**src/rtl/icache_pkg.sv**
```systemverilog
// Shared constants, FSM state encoding and the CPU address split for the
// instruction-cache refill controller.
package icache_pkg;

    localparam int ADDR_W     = 32;
    localparam int DATA_W     = 32;
    localparam int INDEX_W    = 7;
    localparam int LINE_WORDS = 8;
    localparam int OFFS_W     = 3;
    localparam int RAM_AW     = INDEX_W + OFFS_W;
    localparam int TAG_W      = ADDR_W - INDEX_W - OFFS_W - 2;
    localparam int LINES      = 1 << INDEX_W;

    // Controller states
    typedef enum logic [2:0] {
        IDLE     = 3'd0,
        LOOKUP   = 3'd1,
        MISS_REQ = 3'd2,
        REFILL   = 3'd3,
        RESP     = 3'd4
    } state_e;

    // Byte address viewed as tag / line index / word offset / byte offset
    typedef struct packed {
        logic [TAG_W-1:0]   tag;
        logic [INDEX_W-1:0] index;
        logic [OFFS_W-1:0]  offs;
        logic [1:0]         byte_offs;
    } addr_t;

    function automatic addr_t split_addr(input logic [ADDR_W-1:0] a);
        return addr_t'(a);
    endfunction

endpackage

```
**src/rtl/icache_tag_array.sv**
```systemverilog
// Tag and valid storage for the direct-mapped icache. Combinational read,
// single write port, and a clear-all of the valid bits (reset or invalidate).
module icache_tag_array
    import icache_pkg::*;
(
    input  logic               clk,
    input  logic               rst,
    input  logic               clr_all_i,
    input  logic [INDEX_W-1:0] rd_idx_i,
    output logic               rd_valid_o,
    output logic [TAG_W-1:0]   rd_tag_o,
    input  logic               wr_en_i,
    input  logic [INDEX_W-1:0] wr_idx_i,
    input  logic [TAG_W-1:0]   wr_tag_i,
    input  logic               wr_valid_i
);

    logic [LINES-1:0] valid_q;
    logic [TAG_W-1:0] tag_q [LINES];

    // Valid bits: clear-all wins over a same-cycle line write
    always_ff @(posedge clk) begin
        if (rst || clr_all_i) begin
            valid_q <= '0;
        end else if (wr_en_i) begin
            valid_q[wr_idx_i] <= wr_valid_i;
        end
    end

    // Tags need no reset; they are qualified by the valid bits
    always_ff @(posedge clk) begin
        if (wr_en_i) begin
            tag_q[wr_idx_i] <= wr_tag_i;
        end
    end

    assign rd_valid_o = valid_q[rd_idx_i];
    assign rd_tag_o   = tag_q[rd_idx_i];

endmodule

```
**src/rtl/icache_refill_ctrl.sv**
```systemverilog
// Direct-mapped icache controller: hit path reads the external data RAM,
// miss path fetches a full line from memory, writes it to the RAM and
// returns the critical word.
// Handshake: a request transfers on a cycle where cpu_req_valid && cpu_req_ready;
// mem_req transfers on mem_req_valid && mem_req_ready; cpu_rsp and mem_rsp
// are single-cycle pulses with no backpressure.
module icache_refill_ctrl
    import icache_pkg::*;
(
    input  logic              clk,
    input  logic              rst,
    input  logic              cpu_req_valid,
    output logic              cpu_req_ready,
    input  logic [ADDR_W-1:0] cpu_req_addr,
    output logic              cpu_rsp_valid,
    output logic [DATA_W-1:0] cpu_rsp_data,
    input  logic              inv_all,
    output logic              mem_req_valid,
    input  logic              mem_req_ready,
    output logic [ADDR_W-1:0] mem_req_addr,
    input  logic              mem_rsp_valid,
    input  logic [DATA_W-1:0] mem_rsp_data,
    output logic              ram_wr_en,
    output logic [RAM_AW-1:0] ram_wr_addr,
    output logic [DATA_W-1:0] ram_wr_data,
    output logic [RAM_AW-1:0] ram_rd_addr,
    input  logic [DATA_W-1:0] ram_rd_data
);

    state_e              state_q, state_d;
    addr_t               req_q;
    logic [OFFS_W-1:0]   beat_q;
    logic                inv_pend_q;
    logic [DATA_W-1:0]   crit_q;
    logic [RAM_AW-1:0]   rd_addr_q;

    addr_t               in_addr;
    logic                tag_valid;
    logic [TAG_W-1:0]    tag_rd;
    logic                hit;
    logic                accept;
    logic                beat;
    logic                last_beat;
    logic                unused_byte_offs;

    assign in_addr          = split_addr(cpu_req_addr);
    assign unused_byte_offs = ^{in_addr.byte_offs, req_q.byte_offs};

    icache_tag_array u_tags (
        .clk        (clk),
        .rst        (rst),
        .clr_all_i  (inv_all),
        .rd_idx_i   (req_q.index),
        .rd_valid_o (tag_valid),
        .rd_tag_o   (tag_rd),
        .wr_en_i    (last_beat),
        .wr_idx_i   (req_q.index),
        .wr_tag_i   (req_q.tag),
        .wr_valid_i (!(inv_pend_q || inv_all))
    );

    assign hit           = (state_q == LOOKUP) && tag_valid && (tag_rd == req_q.tag);
    assign cpu_req_ready = (state_q == IDLE) || hit;
    assign accept        = cpu_req_valid && cpu_req_ready;
    assign beat          = (state_q == REFILL) && mem_rsp_valid;
    assign last_beat     = beat && (beat_q == OFFS_W'(LINE_WORDS - 1));

    // Next-state selection
    always_comb begin
        state_d = state_q;
        case (state_q)
            IDLE:     if (accept) state_d = LOOKUP;
            LOOKUP:   begin
                if (!hit)         state_d = MISS_REQ;
                else if (!accept) state_d = IDLE;
            end
            MISS_REQ: if (mem_req_ready) state_d = REFILL;
            REFILL:   if (last_beat) state_d = RESP;
            RESP:     state_d = IDLE;
            default:  state_d = IDLE;
        endcase
    end

    // State, captured request, beat counter, critical word and invalidate tracking
    always_ff @(posedge clk) begin
        if (rst) begin
            state_q    <= IDLE;
            req_q      <= '0;
            beat_q     <= '0;
            inv_pend_q <= 1'b0;
            crit_q     <= '0;
            rd_addr_q  <= '0;
        end else begin
            state_q <= state_d;
            if (accept) begin
                req_q     <= in_addr;
                rd_addr_q <= {in_addr.index, in_addr.offs};
            end
            if (state_q == MISS_REQ && mem_req_ready) begin
                beat_q <= '0;
            end else if (beat) begin
                beat_q <= beat_q + 1'b1;
            end
            if (beat && beat_q == req_q.offs) begin
                crit_q <= mem_rsp_data;
            end
            // A fill that overlaps an invalidate must not leave its line valid
            if (last_beat) begin
                inv_pend_q <= 1'b0;
            end else if (inv_all && (state_q == MISS_REQ || state_q == REFILL)) begin
                inv_pend_q <= 1'b1;
            end
        end
    end

    assign cpu_rsp_valid = hit || (state_q == RESP);
    assign cpu_rsp_data  = (state_q == RESP) ? crit_q :
                           hit               ? ram_rd_data : '0;

    assign mem_req_valid = (state_q == MISS_REQ);
    assign mem_req_addr  = mem_req_valid ? {req_q.tag, req_q.index, {OFFS_W{1'b0}}, 2'b00} : '0;

    assign ram_wr_en   = beat;
    assign ram_wr_addr = beat ? {req_q.index, beat_q} : '0;
    assign ram_wr_data = beat ? mem_rsp_data : '0;

    // Read address goes out in the accept cycle so the RAM data lands in LOOKUP
    assign ram_rd_addr = accept ? {in_addr.index, in_addr.offs} : rd_addr_q;

endmodule

```
**config.mk**
```make
export PLATFORM = sky130hd
export DESIGN_NAME = icache_refill_ctrl
export DESIGN_NICKNAME = d
export VERILOG_FILES = /design/src/rtl/icache_pkg.sv /design/src/rtl/icache_tag_array.sv /design/src/rtl/icache_refill_ctrl.sv
export SDC_FILE = /design/constraint.sdc
export NUM_CORES = 2
export LEC_CHECK = 0
export CAP_MARGIN = 30
export CORE_AREA = 2 2 493 495
export DETAILED_ROUTE_END_ITERATION = 7
export DIE_AREA = 0 0 495 497
export PLACE_DENSITY_LB_ADDON = 0.12
export SYNTH_ARGS = -nofsm -noshare
export SYNTH_HDL_FRONTEND = slang
export SYNTH_HIERARCHICAL = 1
export SYNTH_SLANG_ARGS = --single-unit
```
**constraint.sdc**
```tcl
create_clock -name clk -period 8.97 [get_ports clk]
set_input_delay 0.897 -clock clk [delete_from_list [all_inputs] [get_ports clk]]
set_output_delay 0.897 -clock clk [all_outputs]
set_load 0.02 [all_outputs]
```
==> metrics.md <==
| Metric | Value |
|---|---|
| Status | completed |
| Core ar. | 240000 um^2 |
| CTS tree | built |
| Asr flop ratio synth | 0% |
| Post-synth top area cell | edfxtp_1 |
| Placed insts | between 8000 and 9000 |
| Via Count | 52500 |
| H-tree levels | 5 |
| Pwr Total | a little over 30 mW |
| Worst Hold Launch | rst |
| First-pass GRT wire length | just under 400000 um |
| Worst reg2reg path depth | 12 |
| Seq pwr share | 48.6% |
| Final global-route overflow total | 0 |
| Post-synth top cells | edfxtp_1, mux4_2, clkbuf_1 |
| Top cell type's share of synthesized area | a little under three quarters |
| Fin Setup TNS | 0 ns |
| DRC errors left | 0 |
| Sw frac | about 24% |
| Total CTS buffers | approximately 300 |
| Post-DP HPWL | about 160000 um |
| Placed instance area | ~120000 um^2 |
| Die Y | 497 um |
| Slew headroom | 29.0% |
| Starting Density | between 40 and 50% |
| Vias in the first global route | between 50000 and 60000 |
| Slowest CP cell | dfxtp_4 |
| First-pass DRT Iterations | 5 |
| Clock skew | a little over 0.03 ns |
| Rows | between 150 and 200 |
| Count leader, synth | edfxtp_1 |
| Top_reg_cell synth | edfxtp_1 |
| Initial antenna violation count | 35 |
| VDD IR max | ~210 uV |
| RSZ-0062 raised after global routing | no |
| Hold slack | approximately 0.28 ns |
| Total internal power | 23.2 mW |
| IO Pins | 222 |
| Critical path's top delay family | multiplexers |
| Layout area overhead | 15.3% |
| Antenna Nets Post-Route | 0 |
| Clk slew on worst S/H paths | roughly 0.06 ns |
| Number of vias per cell | around 6 |
| CTS Root Cell | clkbuf_16 |
| Final core utilization | around 52% |
| Yosys reg bits | between 2000 and 3000 |
| PortBufs | ~210 |
| WHS Endpoint | crit_q[14] |
| Reg2reg end | req_q[25] |
| Critical R2R Launch | req_q[5] |
| Clk_lat worst skew | ~0.94 ns |
| Sequential area share after synthesis | between 70% and 80% |
| Crit path kind | register to output pin |
| Design area | ~120000 um^2 |
| Final setup vio count | 0 |
| Clock power share | a little under two fifths |
| RD Place Congestion | approximately 0.77 |
| Critical Path AT | 7.50 ns |
| PwrDens | between 200 and 250 nW/um^2 |
| Min Clock Period, post-route | between 8 and 9 ns |
| Mapped Cells | around 4900 |
| Comb power frac | between 10% and 20% |
| Yosys cell types | 49 |
| Die area | approximately 250000 um^2 |
| DR WL/cell | roughly 32 um |
| Setup WS post-layout | ~0.57 ns |
| Pleak | between 30 and 40 nW |
| Post_cts resized | 0 |
| Die width | roughly 500 um |
| Period utilization | between 90% and 100% |
| Tot GR Track Use | 22.6% |
| Setup bufs post-CTS | 0 |
| # clock sinks | ~2800 |
| Max incr delay on CP | 0.95 ns |
| DRT iter0 DRCs | a little under 6000 |
| Hold path cells | 2 |
| Share of cells above drive strength 1 | 30.8% |
| Number of flops mapped to enable cells by yosys | 2560 |
| Crit. End Element | output pin |
| Worst reg2reg setup slack | 2.63 ns |
| Syn avg cell area | approximately 22 um^2 |
| Pin count of the biggest net entering global routing | around 130 |
| Worst Setup Start Kind | register |
| WP data required | between 8 and 9 ns |
| Pins Over Slew Limit | 0 |
| Max Cap Viol | 0 |
| Hold_buf cts | 0 |
| Clk buf depth | 4 |
| Ys Warns | 6 |
| Switching power | 7.51 mW |
| Total wire length | 280000 um |
| Slew @ Worst Pin | ~1.1 ns |
| Nets | ~5500 |
| Synth area leaders | edfxtp_1, mux4_2, dfxtp_1 |
| Place WS | roughly 1.5 ns |
| Crit-path cells | buf_4 > buf_4 > mux4_2 > mux4_2 > mux4_2 > mux2_2 > xnor2_1 > nand4_1 > nor4_2 > and2_1 > buf_4 > a22o_1 > clkdlybuf4s50_1 |
| Worst Path Buf+Inv | 4 |
| Crit-path max FO | 35 |
| Hold Crit Class | input pin to register |
| Non-filler cells, final | ~8800 |
| Fmax | about 120 MHz |
| Fin. Hold Viols | 0 |
| Mapped Area | around 110000 um^2 |
==> cells in the final DEF (no fill, tap or decap), types with 6 or more instances in the layout <==
cell and count:
a21oi_1 128, nand2b_1 70, nor2_1 39, buf_12 22, and2_1 11, dfxtp_4 26, mux2i_1 74, xnor2_1 22
nand3_1 91, a22o_1 32, clkbuf_16 307, nor2_2 129, edfxtp_1 2560, clkdlybuf4s50_1 213, clkinv_2 42, nand2_1 53
nand4b_1 7, and3_1 72, mux2_4 10, dfxtp_1 180, mux2_2 21, clkbuf_1 71, buf_4 218, o21ai_0 128
bufinv_16 21, clkinv_1 51, mux4_2 882, diode_2 18, nand4_1 6
==> metal layers <==
layer	vias up	share of wire, %	GRT usage, %	wire (um)
met5	-	0.019	0.646	54
met4	8	2.3	5.85	6340
met3	346	8.1	4.87	22800
met2	2012	48	35.9	135000
met1	28500	41	31.9	116000
li1	21600	-	-	-
==> cells by family (layout without fill, tap and decap cells) <==
kind of cell             after synthesis  count (layout)  synth area share (%)
adder cells (fa/ha/maj)                2               2                0.0232
flip-flops                          2767            2767                  75.0
AND/OR/NAND/NOR                      510             510                  2.39
XOR/XNOR                              25              25                 0.203
buffers and inverters                347             966                  1.43
other                                  1              23               0.00347
AO/OA/AOI/OAI                        296             296                  1.50
multiplexers                         987             987                  19.4
==> layout make-up <==
type / instances / area (um^2)
Fill cell: 18800 / 116000
Antenna cell: 18 / 45.0
Clock inverter: 124 / 1110
Multi-Input combinational cell: 1825 / 25900
Tap cell: 3185 / 3990
Timing Repair Buffer: 461 / 4370
Clock buffer: 380 / 7980
Inverter: 1 / 3.75
Sequential cell: 2767 / 81100
==> power by group through the flow <==
stage	logic [mW]	clock network, mW	registers [mW]
floorplan	2.42	0	15.2
global placement	4.08	0	15.2
detailed placement	4.15	0	15.2
CTS	4.16	11.9	14.9
global route	4.36	12.4	14.9
finish	4.13	11.7	14.9
==> sequential cells by signal, indices dropped and copies added, names as in the netlist <==
name,cells
state_q,3
crit_q,32
inv_pend_q,1
rd_addr_q,10
u_tags/valid_q,128
req_q,30
beat_q,3
u_tags/tag_q,2560
==> worst max-delay path by stage <==
stage / startpoint / end / slack, ns / cells after the start
floorplan: req_q[7] / cpu_rsp_data[10] / 3.78 / 14
global placement: req_q[5] / cpu_rsp_data[17] / 1.50 / 13
detailed placement: req_q[5] / cpu_rsp_data[17] / 1.49 / 13
CTS: req_q[5] / cpu_rsp_data[17] / 0.47 / 13
global route: req_q[5] / cpu_rsp_data[17] / 0.23 / 13
finish: req_q[5] / cpu_rsp_data[16] / 0.57 / 13
Note: power is estimated with default switching activity, not from simulation.
